[config.mk]
export PLATFORM = sky130hd
export DESIGN_NAME = serial_mem_responder
export DESIGN_NICKNAME = d
export VERILOG_FILES = /design/src/rtl/serial_mem_responder.sv
export SDC_FILE = /design/constraint.sdc
export NUM_CORES = 1
export LEC_CHECK = 0
export BUFFER_PORTS_ARGS = -buffer_cell sky130_fd_sc_hd__buf_2
export CORE_MARGIN = 3
export CORE_UTILIZATION = 40
export DETAILED_ROUTE_END_ITERATION = 6
export SYNTH_ARGS = -nofsm -noshare
export SYNTH_HDL_FRONTEND = slang
export SYNTH_SLANG_ARGS = --single-unit
[constraint.sdc]
create_clock -name clk -period 7 [get_ports clk]
set_input_delay 1.75 -clock clk [delete_from_list [all_inputs] [get_ports clk]]
set_output_delay 1.75 -clock clk [all_outputs]
set_load 0.01 [all_outputs]
[src/rtl/serial_mem_responder.sv]
// Memory-side responder for the CPU serial bus: decodes read/write commands on pins_in and
// answers reads on pins_out from an internal word RAM. Bus writes commit only with SERMEM_WRITE_EN.
module serial_mem_responder #(
    parameter int IO_BITS        = 2,
    parameter int PAYLOAD_CYCLES = 8,
    parameter int ADDR_WORD_BITS = 6,
    parameter int READ_LATENCY   = 1
) (
    input  logic                      clk,
    input  logic                      rst_n,
    input  logic [IO_BITS-1:0]        pins_in,
    output logic [IO_BITS-1:0]        pins_out,
    output logic                      pins_oe,
    input  logic                      load_en,
    input  logic [ADDR_WORD_BITS-1:0] load_addr,
    input  logic [15:0]               load_data,
    output logic                      busy,
    output logic                      cmd_error
);

    localparam int DEPTH = 1 << ADDR_WORD_BITS;
    localparam int CW    = (PAYLOAD_CYCLES > 1) ? $clog2(PAYLOAD_CYCLES) : 1;
    localparam int TW    = (READ_LATENCY > 1) ? $clog2(READ_LATENCY) : 1;

    typedef enum logic [2:0] {
        IDLE   = 3'd0,
        HEADER = 3'd1,
        ADDR   = 3'd2,
        TURN   = 3'd3,
        START  = 3'd4,
        RDATA  = 3'd5,
        WDATA  = 3'd6
    } state_t;

    state_t              state, state_n;
    logic [CW-1:0]       cnt;
    logic [TW-1:0]       tcnt;
    logic                is_write;
    logic                bad_hdr;
    logic                cnt_last;
    logic                turn_last;
    logic [15:0]         addr_sr;
    logic [15:0]         data_sr;
    logic [15:0]         tx_sr;
    logic [15:0]         addr_full;
    logic [15:0]         data_full;
    logic [15:0]         ram [0:DEPTH-1];

    // Payloads arrive LSB first, so each new chunk enters at the top of the shift register.
    assign addr_full = {pins_in, addr_sr[15:IO_BITS]};
    assign data_full = {pins_in, data_sr[15:IO_BITS]};
    assign cnt_last  = (cnt == CW'(PAYLOAD_CYCLES - 1));
    assign turn_last = (tcnt == TW'(READ_LATENCY - 1));

    always_comb begin
        state_n = state;
        bad_hdr = 1'b0;
        case (state)
            IDLE:    if (!pins_in[0]) state_n = HEADER;
            HEADER: begin
                if (pins_in == IO_BITS'(0) || pins_in == IO_BITS'(1)) begin
                    state_n = ADDR;
                end else begin
                    state_n = IDLE;
                    bad_hdr = 1'b1;
                end
            end
            ADDR:    if (cnt_last) state_n = is_write ? WDATA : TURN;
            TURN:    if (turn_last) state_n = START;
            START:   state_n = RDATA;
            RDATA:   if (cnt_last) state_n = IDLE;
            WDATA:   if (cnt_last) state_n = IDLE;
            default: state_n = IDLE;
        endcase
    end

    always_ff @(posedge clk) begin
        if (!rst_n) begin
            state     <= IDLE;
            cnt       <= '0;
            tcnt      <= '0;
            is_write  <= 1'b0;
            addr_sr   <= '0;
            data_sr   <= '0;
            tx_sr     <= '0;
            pins_out  <= '1;
            pins_oe   <= 1'b0;
            busy      <= 1'b0;
            cmd_error <= 1'b0;
        end else begin
            state     <= state_n;
            cmd_error <= bad_hdr;
            busy      <= (state_n != IDLE);
            pins_oe   <= (state_n == TURN) || (state_n == START) || (state_n == RDATA);

            if (state_n != state)                                         cnt <= '0;
            else if (state == ADDR || state == WDATA || state == RDATA)   cnt <= cnt + 1'b1;

            if (state_n != state)   tcnt <= '0;
            else if (state == TURN) tcnt <= tcnt + 1'b1;

            if (state == HEADER) is_write <= (pins_in == IO_BITS'(1));
            if (state == ADDR)   addr_sr  <= addr_full;
            if (state == WDATA)  data_sr  <= data_full;

            if (state == ADDR && cnt_last) tx_sr <= ram[addr_full[ADDR_WORD_BITS:1]];
            else if (state == RDATA)       tx_sr <= tx_sr >> IO_BITS;

            // pins_out presents the chunk for the cycle being entered; mid-RDATA that is the next chunk up.
            case (state_n)
                START:   pins_out <= '0;
                RDATA:   pins_out <= (state == RDATA) ? tx_sr[2*IO_BITS-1 -: IO_BITS]
                                                      : tx_sr[IO_BITS-1:0];
                default: pins_out <= '1;
            endcase
        end
    end

    // Backdoor loads go first so a same-index bus commit in the same cycle overrides them.
    always_ff @(posedge clk) begin
        if (load_en) ram[load_addr] <= load_data;
`ifdef SERMEM_WRITE_EN
        if (rst_n && state == WDATA && cnt_last) ram[addr_sr[ADDR_WORD_BITS:1]] <= data_full;
`endif
    end

endmodule

==> out/qor.csv <==
stage,metric,value,unit
status,status,finished clean,
logic_synthesis,yosysWarnings,0,
routing,wl_per_cell,28.0,microns
pwr,p_per_area,275,mW/mm^2
setup_path,critPathArrivalTime,3.93,ns
setup_path,r2r_end,tx_sr[13],
logic_synthesis,syn_area,0.0415,sq mm
timing,min_period,3.41,ns
global_route,grt_usage,18.4,%
setup_path,critPathLaunchType,flip-flop,
logic_synthesis,syn_area_per_cell,21.2,sq um
clocking,post_cts_buffers,0,
finish,nFillCells,8424,
timing,finalSetupTns,0,ns
routing,met3_length,7.22,mm
pwr,switching_share,20.2,%
logic_synthesis,seq_area_frac_synth,76.5,%
placed_design,gp_routability_congestion,0.814,
clocking,clkLatencyLatePin,0.70,ns
logic_synthesis,async_flop_share,0,%
min_path,min_path_cells,2,
clocking,clk_pin_slew,0.07,ns
pwr,pwr-share-clk,43.5,%
global_route,grt_overflow,0,
setup_path,path_cells,buf_4 > mux4_1 > mux4_2 > nor3b_1 > nor4_1 > a221oi_1,
global_route,grt_pass1_wl,143,mm
routing,antenna_left,0,
routing,first_pass_iters,6,
min_path,holdPathEnd,addr_sr[6],
routing,vias,20000,
clocking,root_buffer,clkbuf_16,
setup_path,r2r_slack,3.59,ns
logic_synthesis,synth_edf_count,1024,
finish,nets,2100,
setup_path,cpPeakStageDelay,0.75,ns
routing,wl_met1,42.4,mm
logic_synthesis,syn_nets,1988,
die,die_w,328,microns
pwr,irDropWorstVdd,0.000220,V
die,core,0.102,sq mm
logic_synthesis,ys_ff_latch,1072,
setup_path,crit_family,multiplexers,
timing,max_freq,0.293,GHz
routing,met2_length,46.9,mm
min_path,hold_path_startpoint,addr_sr[8],
setup_path,critical_path_class,reg2reg,
die,placementRows,117,
min_path,hp-class,reg2reg,
clocking,cts_tree,yes,
clocking,numCtsBuffers,106,
routing,drt_wl_total,98.9,mm
global_route,grt_max_degree,109,
die,die_y,328,microns
logic_synthesis,yosysTopAreaCell,edfxtp_1,
clocking,cts_resized,0,
die,initial_core_util,40.5,%
placed_design,dp_cells,3330,
finish,finalNonFillerCells,3531,
global_route,antenna_found_initial,10,
pwr,p_switching,2610,uW
logic_synthesis,synth_top_cell_area_share,74.1,%
setup_path,crit_path_end_kind,flip-flop,
setup_path,critPathSlowestCell,dfxtp_4,
timing,slew_violations,0,
timing,grt_setup_unrepaired,no,
timing,finalHoldViolCount,0,
clocking,cts_hold_buf,0,
timing,holdWs,0.450,ns
logic_synthesis,synth_top_flop_cell,edfxtp_1,
setup_path,crit_buf_inv,1,
routing,drc,0,
logic_synthesis,ys_types,57,
logic_synthesis,syn_inst,1958,
clocking,h-tree-depth,3,
pwr,power_frac_comb,1.6,%
finish,synthToLayoutAreaGrowth,13.0,%
setup_path,reg2reg_depth,6,
pwr,p_seq_share,54.9,%
timing,min_period_over_period,48.7,%
timing,setup_violations,0,
pwr,intPower,10300,uW
timing,finClkSkew,0.0544,ns
routing,top_layer,met5,
routing,viasPerCell,5.66,
setup_path,path_max_fanout,38,
finish,drive_gt1_share,24.4,%
clocking,cts_sinks,1072,
timing,relSlewSlack,18.1,%
routing,drt-initial-drc-count,2350,
placed_design,numPortBuffers,31,
timing,tightest_slew,1.23,ns
placed_design,dpl.hpwl,56.3,mm
setup_path,worstPathRequired,7.52,ns
die,dieArea,0.108,sq mm
clocking,ctsLongestPathBuffers,3,
logic_synthesis,yosys-top-cells-area,"edfxtp_1 74%, mux4_2 12%, mux2i_1 2.9%",
global_route,grt_pass1_vias,20200,
pwr,leakagePower,0.0142,uW
die,ios,32,
job,max_cap_violations,0,
[worst reg2reg max path: cells and delay by family (launching register included)]
kind            cells  cell delay [ns]
compound gates      1             0.11
mux                 2             1.24
buf+inv             1             0.78
simple gates        2             0.37
flops               1             0.75
[cell usage in the layout, fill, tap and decap left out, types with 6 or more instances in the layout]
master / instances
buf_2: 31
clkbuf_1: 14
bufinv_16: 7
nand3_1: 17
a211oi_1: 10
a21oi_1: 38
a221oi_1: 14
o21ai_0: 14
o22ai_1: 30
clkbuf_8: 7
inv_1: 18
nand2_1: 66
nand2b_1: 7
dfxtp_1: 44
clkinv_1: 25
mux4_2: 228
mux4_1: 18
a22oi_1: 11
o211ai_1: 14
diode_2: 6
nor2b_1: 13
nor2_2: 13
clkbuf_16: 109
nor2_1: 72
clkinv_2: 21
a22o_1: 11
buf_4: 78
mux2i_1: 122
edfxtp_1: 1024
[cell usage after synthesis, types with 17 or more instances]
master    count
clkbuf_1     25
mux4_2      228
mux4_1       18
a21oi_1      38
nand2_1      66
nand3_1      17
dfxtp_1      48
buf_2        46
nor2_1       84
buf_4        19
o22ai_1      30
inv_1        18
mux2i_1     122
edfxtp_1   1024
[stage by stage]
stage               power [uW]  setup slack [ns]  utilization [%]  cell area [sq um]
detailed placement        7430              3.01             42.4              43400
finish                   12900              3.59             45.8              46800
global placement          7410              3.06             42.4              43400
global route             13300              3.38             45.8              46800
CTS                      13000              3.50             45.8              46800
floorplan                 7270              3.32                -              41500
[final cells by class]
class	instances	area, sq um	share of cell area (%)
clock buffers	130	2880	6.14
clock inverters	65	594	1.27
flip-flops and latches	1072	31700	67.7
diodes	6	15.0	0.0321
repair buffers	112	801	1.71
well taps	1368	1710	3.65
multi-input cells	759	9050	19.3
inverters	19	71.3	0.152
[worst max path at each step]
stage / startpoint / slack [ns] / cells after the start / end
6_report: flip-flop / 3.59 / 6 / tx_sr[13]
5_1_grt: flip-flop / 3.38 / 6 / tx_sr[13]
4_1_cts: flip-flop / 3.50 / 6 / tx_sr[13]
3_5_place_dp: load_en / 3.01 / 4 / ram[62][3]
3_3_place_gp: load_en / 3.06 / 4 / ram[54][11]
2_1_floorplan: load_addr[5] / 3.32 / 4 / ram[39][0]
[registers in the layout (all words and copies together) (netlist names), named ones only]
name       flops
addr_sr       13
busy           1
cmd_error      1
cnt            3
is_write       1
pins_oe        1
pins_out       2
ram         1024
state          3
tcnt           1
tx_sr         16
[cells by family after synthesis]
family / count (synthesis) / share of synthesized area (%)
XOR/XNOR: 2 / 0.0422
adder cells (fa/ha/maj): 4 / 0.115
buffers and inverters: 127 / 1.78
flip-flops: 1072 / 76.5
AO/OA/AOI/OAI: 158 / 2.56
AND/OR/NAND/NOR: 224 / 2.48
multiplexers: 371 / 16.5
[per-layer routing]
layer,GRT usage [%],up-vias
met1,26.2,10700
met2,28.9,761
met5,0,-
li1,-,8373
met4,5.29,6
met3,3.67,160
[power by group through the flow]
stage                     Clock, uW  Sequential (uW)  Combinational (uW)
after detailed placement          0             7220                 208
after CTS                      5720             7080                 208
after global routing           5970             7080                 221
after floorplan                   0             7210                58.3
after global placement            0             7210                 198
final                          5620             7080                 206
Note: power is estimated with default switching activity, not from simulation.
